File: config.mk
export PLATFORM = sky130hd
export DESIGN_NAME = audio_rom_sequencer
export DESIGN_NICKNAME = d
export VERILOG_FILES = /design/src/rtl/audio_pkg.sv /design/src/rtl/rate_divider.sv /design/src/rtl/audio_rom_sequencer.sv
export SDC_FILE = /design/constraint.sdc
export NUM_CORES = 1
export LEC_CHECK = 0
export CAP_MARGIN = 5
export CORE_AREA = 2 2 79 43
export CTS_CLUSTER_DIAMETER = 50
export DETAILED_ROUTE_END_ITERATION = 7
export DIE_AREA = 0 0 81 45
export PLACE_DENSITY = 0.94
export RECOVER_POWER = 100
export SYNTH_ARGS = -nofsm -noshare
export SYNTH_HDL_FRONTEND = slang
export SYNTH_SLANG_ARGS = --single-unit
File: constraint.sdc
create_clock -name clk -period 3.8 [get_ports clk]
set_input_delay 0.76 -clock clk [delete_from_list [all_inputs] [get_ports clk]]
set_output_delay 0.76 -clock clk [all_outputs]
set_load 0.05 [all_outputs]
File: src/rtl/audio_pkg.sv
// Shared types and helpers for the audio playback path.
package audio_pkg;

    localparam int AUDIO_DATA_W   = 8;
    localparam int AUDIO_SAMPLE_W = 16;

    typedef enum logic {
        ST_IDLE = 1'b0,
        ST_PLAY = 1'b1
    } state_t;

    // Place a ROM byte in the top bits of a PDM sample, zero-filling below.
    function automatic logic [AUDIO_SAMPLE_W-1:0] msb_align(input logic [AUDIO_DATA_W-1:0] d);
        return {d, {(AUDIO_SAMPLE_W-AUDIO_DATA_W){1'b0}}};
    endfunction

endpackage

File: src/rtl/rate_divider.sv
// Programmable down-counter that emits one tick every reload_i+1 enabled cycles.
module rate_divider #(
    parameter int DIV_W = 7
) (
    input  logic             clk,
    input  logic             reset,
    input  logic             load_i,
    input  logic             en_i,
    input  logic [DIV_W-1:0] reload_i,
    output logic             tick_o
);

    logic [DIV_W-1:0] cnt_q;

    // Load has priority; when enabled, count down and reload from reload_i at zero.
    always_ff @(posedge clk or posedge reset) begin
        if (reset) begin
            cnt_q <= '0;
        end else if (load_i) begin
            cnt_q <= reload_i;
        end else if (en_i) begin
            if (cnt_q == '0) begin
                cnt_q <= reload_i;
            end else begin
                cnt_q <= cnt_q - DIV_W'(1);
            end
        end
    end

    assign tick_o = en_i && (cnt_q == '0);

endmodule

File: src/rtl/audio_rom_sequencer.sv
// Steps the sample ROM at a programmable rate and feeds MSB-aligned samples to the PDM modulator.
module audio_rom_sequencer
    import audio_pkg::*;
#(
    parameter int ADDR_W   = 4,
    parameter int DATA_W   = AUDIO_DATA_W,
    parameter int SAMPLE_W = AUDIO_SAMPLE_W,
    parameter int DIV_W    = 7
) (
    input  logic                clk,
    input  logic                reset,
    input  logic                start,
    input  logic                stop,
    input  logic                pause,
    input  logic                loop_en,
    input  logic [ADDR_W-1:0]   last_adr,
    input  logic [DIV_W-1:0]    rate_div,
    output logic [ADDR_W-1:0]   rom_adr,
    input  logic [DATA_W-1:0]   rom_data,
    output logic [SAMPLE_W-1:0] sample_out,
    output logic                sample_valid,
    output logic                busy,
    output logic                done
);

    state_t              state_q;
    logic [ADDR_W-1:0]   rom_adr_q;
    logic [SAMPLE_W-1:0] sample_out_q;
    logic                sample_valid_q;
    logic                done_q;

    logic                div_load;
    logic                div_en;
    logic                tick;
    logic [SAMPLE_W-1:0] aligned;

    // The divider only advances in PLAY when no control pulse overrides the cycle.
    assign div_load = start && !stop;
    assign div_en   = (state_q == ST_PLAY) && !pause && !start && !stop;

    rate_divider #(
        .DIV_W (DIV_W)
    ) u_rate_divider (
        .clk      (clk),
        .reset    (reset),
        .load_i   (div_load),
        .en_i     (div_en),
        .reload_i (rate_div),
        .tick_o   (tick)
    );

    // Package helper covers the default widths; other widths fall back to a shift.
    if (SAMPLE_W == AUDIO_SAMPLE_W && DATA_W == AUDIO_DATA_W) begin : g_pkg_align
        assign aligned = msb_align(rom_data);
    end else begin : g_gen_align
        assign aligned = SAMPLE_W'(rom_data) << (SAMPLE_W - DATA_W);
    end

    // Playback FSM with address counter, sample register and pulse outputs.
    always_ff @(posedge clk or posedge reset) begin
        if (reset) begin
            state_q        <= ST_IDLE;
            rom_adr_q      <= '0;
            sample_out_q   <= '0;
            sample_valid_q <= 1'b0;
            done_q         <= 1'b0;
        end else begin
            sample_valid_q <= 1'b0;
            done_q         <= 1'b0;
            case (state_q)
                ST_IDLE: begin
                    if (start && !stop) begin
                        state_q   <= ST_PLAY;
                        rom_adr_q <= '0;
                    end
                end
                ST_PLAY: begin
                    if (stop) begin
                        state_q      <= ST_IDLE;
                        sample_out_q <= '0;
                        rom_adr_q    <= '0;
                    end else if (start) begin
                        rom_adr_q <= '0;
                    end else if (tick) begin
                        sample_out_q   <= aligned;
                        sample_valid_q <= 1'b1;
                        if (rom_adr_q == last_adr) begin
                            rom_adr_q <= '0;
                            if (!loop_en) begin
                                state_q <= ST_IDLE;
                                done_q  <= 1'b1;
                            end
                        end else begin
                            rom_adr_q <= rom_adr_q + ADDR_W'(1);
                        end
                    end
                end
                default: begin
                    state_q <= ST_IDLE;
                end
            endcase
        end
    end

    assign rom_adr      = rom_adr_q;
    assign sample_out   = sample_out_q;
    assign sample_valid = sample_valid_q;
    assign done         = done_q;
    assign busy         = (state_q != ST_IDLE);

endmodule
==> out/results.env <==
REPORT.FINAL.SLEW_VIOL_COUNT=0
DRT_PRE_ANTENNA_ITERS=4
WORST_IR_DROP_VDD_mV=0.1960
PLACE.GP.CONGESTION=0.9633
GRT_START_MAX_NET_PINS=23
POWER_mW=0.8868
CTS.REPAIR.RESIZED=0
SLEW_HEADROOM=0.3465
POST_ROUTE_CELLS_DRIVE_ABOVE_1_SHARE=0.04520
HOLD_PATH_CLASS='register to register'
CTS_POST_SETUP_BUFFERS_INSERTED=0
DIEAREA_UM2=3645
KIND_OF_START_POINT_OF_THE_CRITICAL_PATH='primary input'
SYNTHESIS_WARNINGS=0
RSZ_0062_RAISED_AFTER_GLOBAL_ROUTING='false'
SYN_INST=140
DIE_HEIGHT_UM=45
CORE_AREA_UM2=2908
CTS.SINK_COUNT=22
CRITPATHKIND='primary input to register'
OUTCOME='finished clean'
GLOBAL_ROUTE.USAGE.TOTAL=0.2018
WORSTPATHARRIVAL_NS=3.18
CTS_MAX_LEVEL=1
DRV_CAP=0
ANTENNA_VIOLATING_NETS_POST_ROUTE=0
POWER-PER-CELL-AREA_nW_PER_UM2=500.9
SYNTH.LIB_CELLS_USED.DISTINCT=40
ASYNCSETRESETFLOPFRACSYNTH=1.000
POST_DRT_WL_PER_CELL_UM=15.06
SYNTH_SEQ_AREA_SHARE=0.4070
SYNTH_EDF_COUNT=0
DRCVIOLATIONCOUNT=0
YS_FF_LATCH=22
TRITONCTS_CLOCK_TREE='yes'
PLACE.PORT_BUFFERS=39
HOLD_VIOL=0
ANTENNADIODECOUNT=0
SYNTH_AREA_UM2=1353
GRT_ANTENNA_BEFORE_REPAIR=0
GRT_OVERFLOW=0
CLKLATENCYLATEPIN_NS=0.27
GRT_FIRST_PASS_WIRELENGTH_UM=5444
POSTSYNTH.TOPFLOPCELL='dfrtp_1'
SYN-MEAN-INSTANCE-AREA_UM2=9.661
CLK_PATH_BUF_DEPTH=2
FIN_TNS_SETUP_NS=0
CLKTRANSATPATHREGS_NS=0.09
FINAL-SETUP-VIOL-COUNT=0
GRT_PASS1_VIAS=1183
NUMCTSBUFFERS=3
ROUTE.VIAS.TOTAL=1176
DETAILEDPLACEMENTHPWL_UM=2454
TIMING.CRITICAL_PATH.FANOUT_MAX=15
FINAL.FILL_COUNT=252
IOS=48
CTS_HOLD_REPAIR.BUFFERS=0
PERIOD_UTILIZATION=0.7859
CRITICAL_PATH.ENDPOINT_TYPE='register'
INITIAL_UTILIZATION=0.4651
CLK_ROOT_BUFFER_CELL='clkbuf_8'
POST-ROUTE-MIN-PERIOD_NS=2.986
DETAILEDROUTE.FIRSTITERATIONVIOLATIONS=65
MAX_FREQ_GHz=0.3349
FINALWIRELENGTH_UM=3268
DIE_WIDTH_UM=81
AREA_GROWTH_FROM_SYNTHESIS_TO_LAYOUT_PCT=30.90
NNETSFINAL=206
WORST_SLEW_PIN_SLEW_NS=0.9781
ROWS=14
FIN_SKEW_NS=0.007562
POST_DR_VIAS_CELL=5.419
CRIT_REQUIRED_NS=4.00
STATIC-LEAKAGE-POWER_nW=0.8220
## per-stage QoR
stage	util	cells	setup WS, ns	cell area, um^2	hold slack, ns
after CTS	0.6175	217	1.263	1795	0.5571
final	0.6089	217	0.8137	1770	0.5518
after global placement	0.5929	213	1.114	1724	0.5299
after floorplan	-	147	2.101	1379	0.5033
after global routing	0.6089	217	0.5815	1770	0.5711
after detailed placement	0.5929	213	0.9970	1724	0.5395
## final cells by class
| cell class | count | area, um^2 | area share |
|---|---|---|---|
| Multi-Input combinational cell | 97 | 651.9 | 0.3682 |
| Sequential cell | 22 | 550.5 | 0.3110 |
| Timing Repair Buffer | 39 | 390.4 | 0.2205 |
| Inverter | 15 | 56.30 | 0.03180 |
| Tap cell | 40 | 50.05 | 0.02827 |
| Clock buffer | 3 | 41.29 | 0.02332 |
| Clock inverter | 1 | 30.03 | 0.01696 |
## routing by layer
metal,up-vias,global-route usage,part of all wire
met1,563,0.2306,0.42
met2,41,0.3570,0.51
met3,12,0.05000,0.049
met4,0,0.1119,0.022
li1,560,-,-
met5,-,0,0
## logic make-up (layout without fill, tap and decap cells)
| kind of cell | count (synthesis) | count (layout) | synth area share |
|---|---|---|---|
| DFF | 22 | 22 | 0.4070 |
| and+or+nand+nor | 38 | 38 | 0.1628 |
| AOI/OAI and AO/OA | 34 | 34 | 0.1869 |
| xor gates and xnor gates | 4 | 4 | 0.02590 |
| buffers and inverters | 28 | 58 | 0.1119 |
| adders and majority gates | 3 | 3 | 0.02776 |
| muxes | 10 | 10 | 0.07493 |
| other | 1 | 8 | 0.002773 |
## Yosys cell counts, types with 2 or more instances
master	n	share of area
xnor2_1	4	0.026
nand2_1	10	0.028
nand4_1	3	0.014
dfrtp_1	22	0.41
buf_6	2	0.017
ha_1	3	0.028
inv_1	15	0.042
nor3_1	2	0.0074
o21ai_0	5	0.018
a2bb2oi_1	5	0.032
mux2i_1	9	0.067
nor2_1	4	0.011
o22ai_1	8	0.037
and2b_1	2	0.011
a21oi_1	5	0.018
nor3b_1	3	0.017
nand3_1	8	0.030
buf_4	8	0.044
## flip-flops by register name, indices dropped and copies added (netlist names)
signal,flops
sample_out,8
u_rate_divider.cnt_q,7
rom_adr,4
busy,1
done,1
sample_valid,1
## where the power goes
part / internal [mW] / leakage [nW] / switching (mW)
logic: 0.123 / 0.518 / 0.189
clock network: 0.141 / 0.0357 / 0.0836
registers: 0.284 / 0.268 / 0.0649
total: 0.549 / 0.822 / 0.338
## worst max-delay path, stage by stage
cell,delay [ns]
dlygate4sd3_1,0.85
nand2b_1,0.28
a21boi_1,0.82
o21ai_0,0.24
a2bb2oi_1,0.22
## worst paths after layout
kind	from	endpoint	slack [ns]	cells past startpoint
worst max-delay path	stop	u_rate_divider.cnt_q[6]	0.81	5
min in group asynchronous	reset	u_rate_divider.cnt_q[6]	1.09	2
max in group asynchronous	reset	u_rate_divider.cnt_q[4]	2.17	2
worst max register to register	u_rate_divider.cnt_q[0]	u_rate_divider.cnt_q[6]	1.64	6
worst min-delay path	sample_out[10]	sample_out[10]	0.55	2
worst min register to register	sample_out[10]	sample_out[10]	0.55	2
## cell usage in the layout (no fill, tap or decap), drive strengths merged, types with 4 or more instances in the layout
cell type      Yosys  layout
o22ai              8       8
clkdlybuf4s50      0      22
o21ai              5       5
nand2             10      10
nor2               4       4
mux2i              9       9
dfrtp             22      22
xnor2              4       4
nand3              8       8
dlygate4sd3        0      17
a2bb2oi            5       5
conb               1       8
a21oi              5       5
nand4              4       4
inv               15      15
Note: power is estimated with default switching activity, not from simulation.
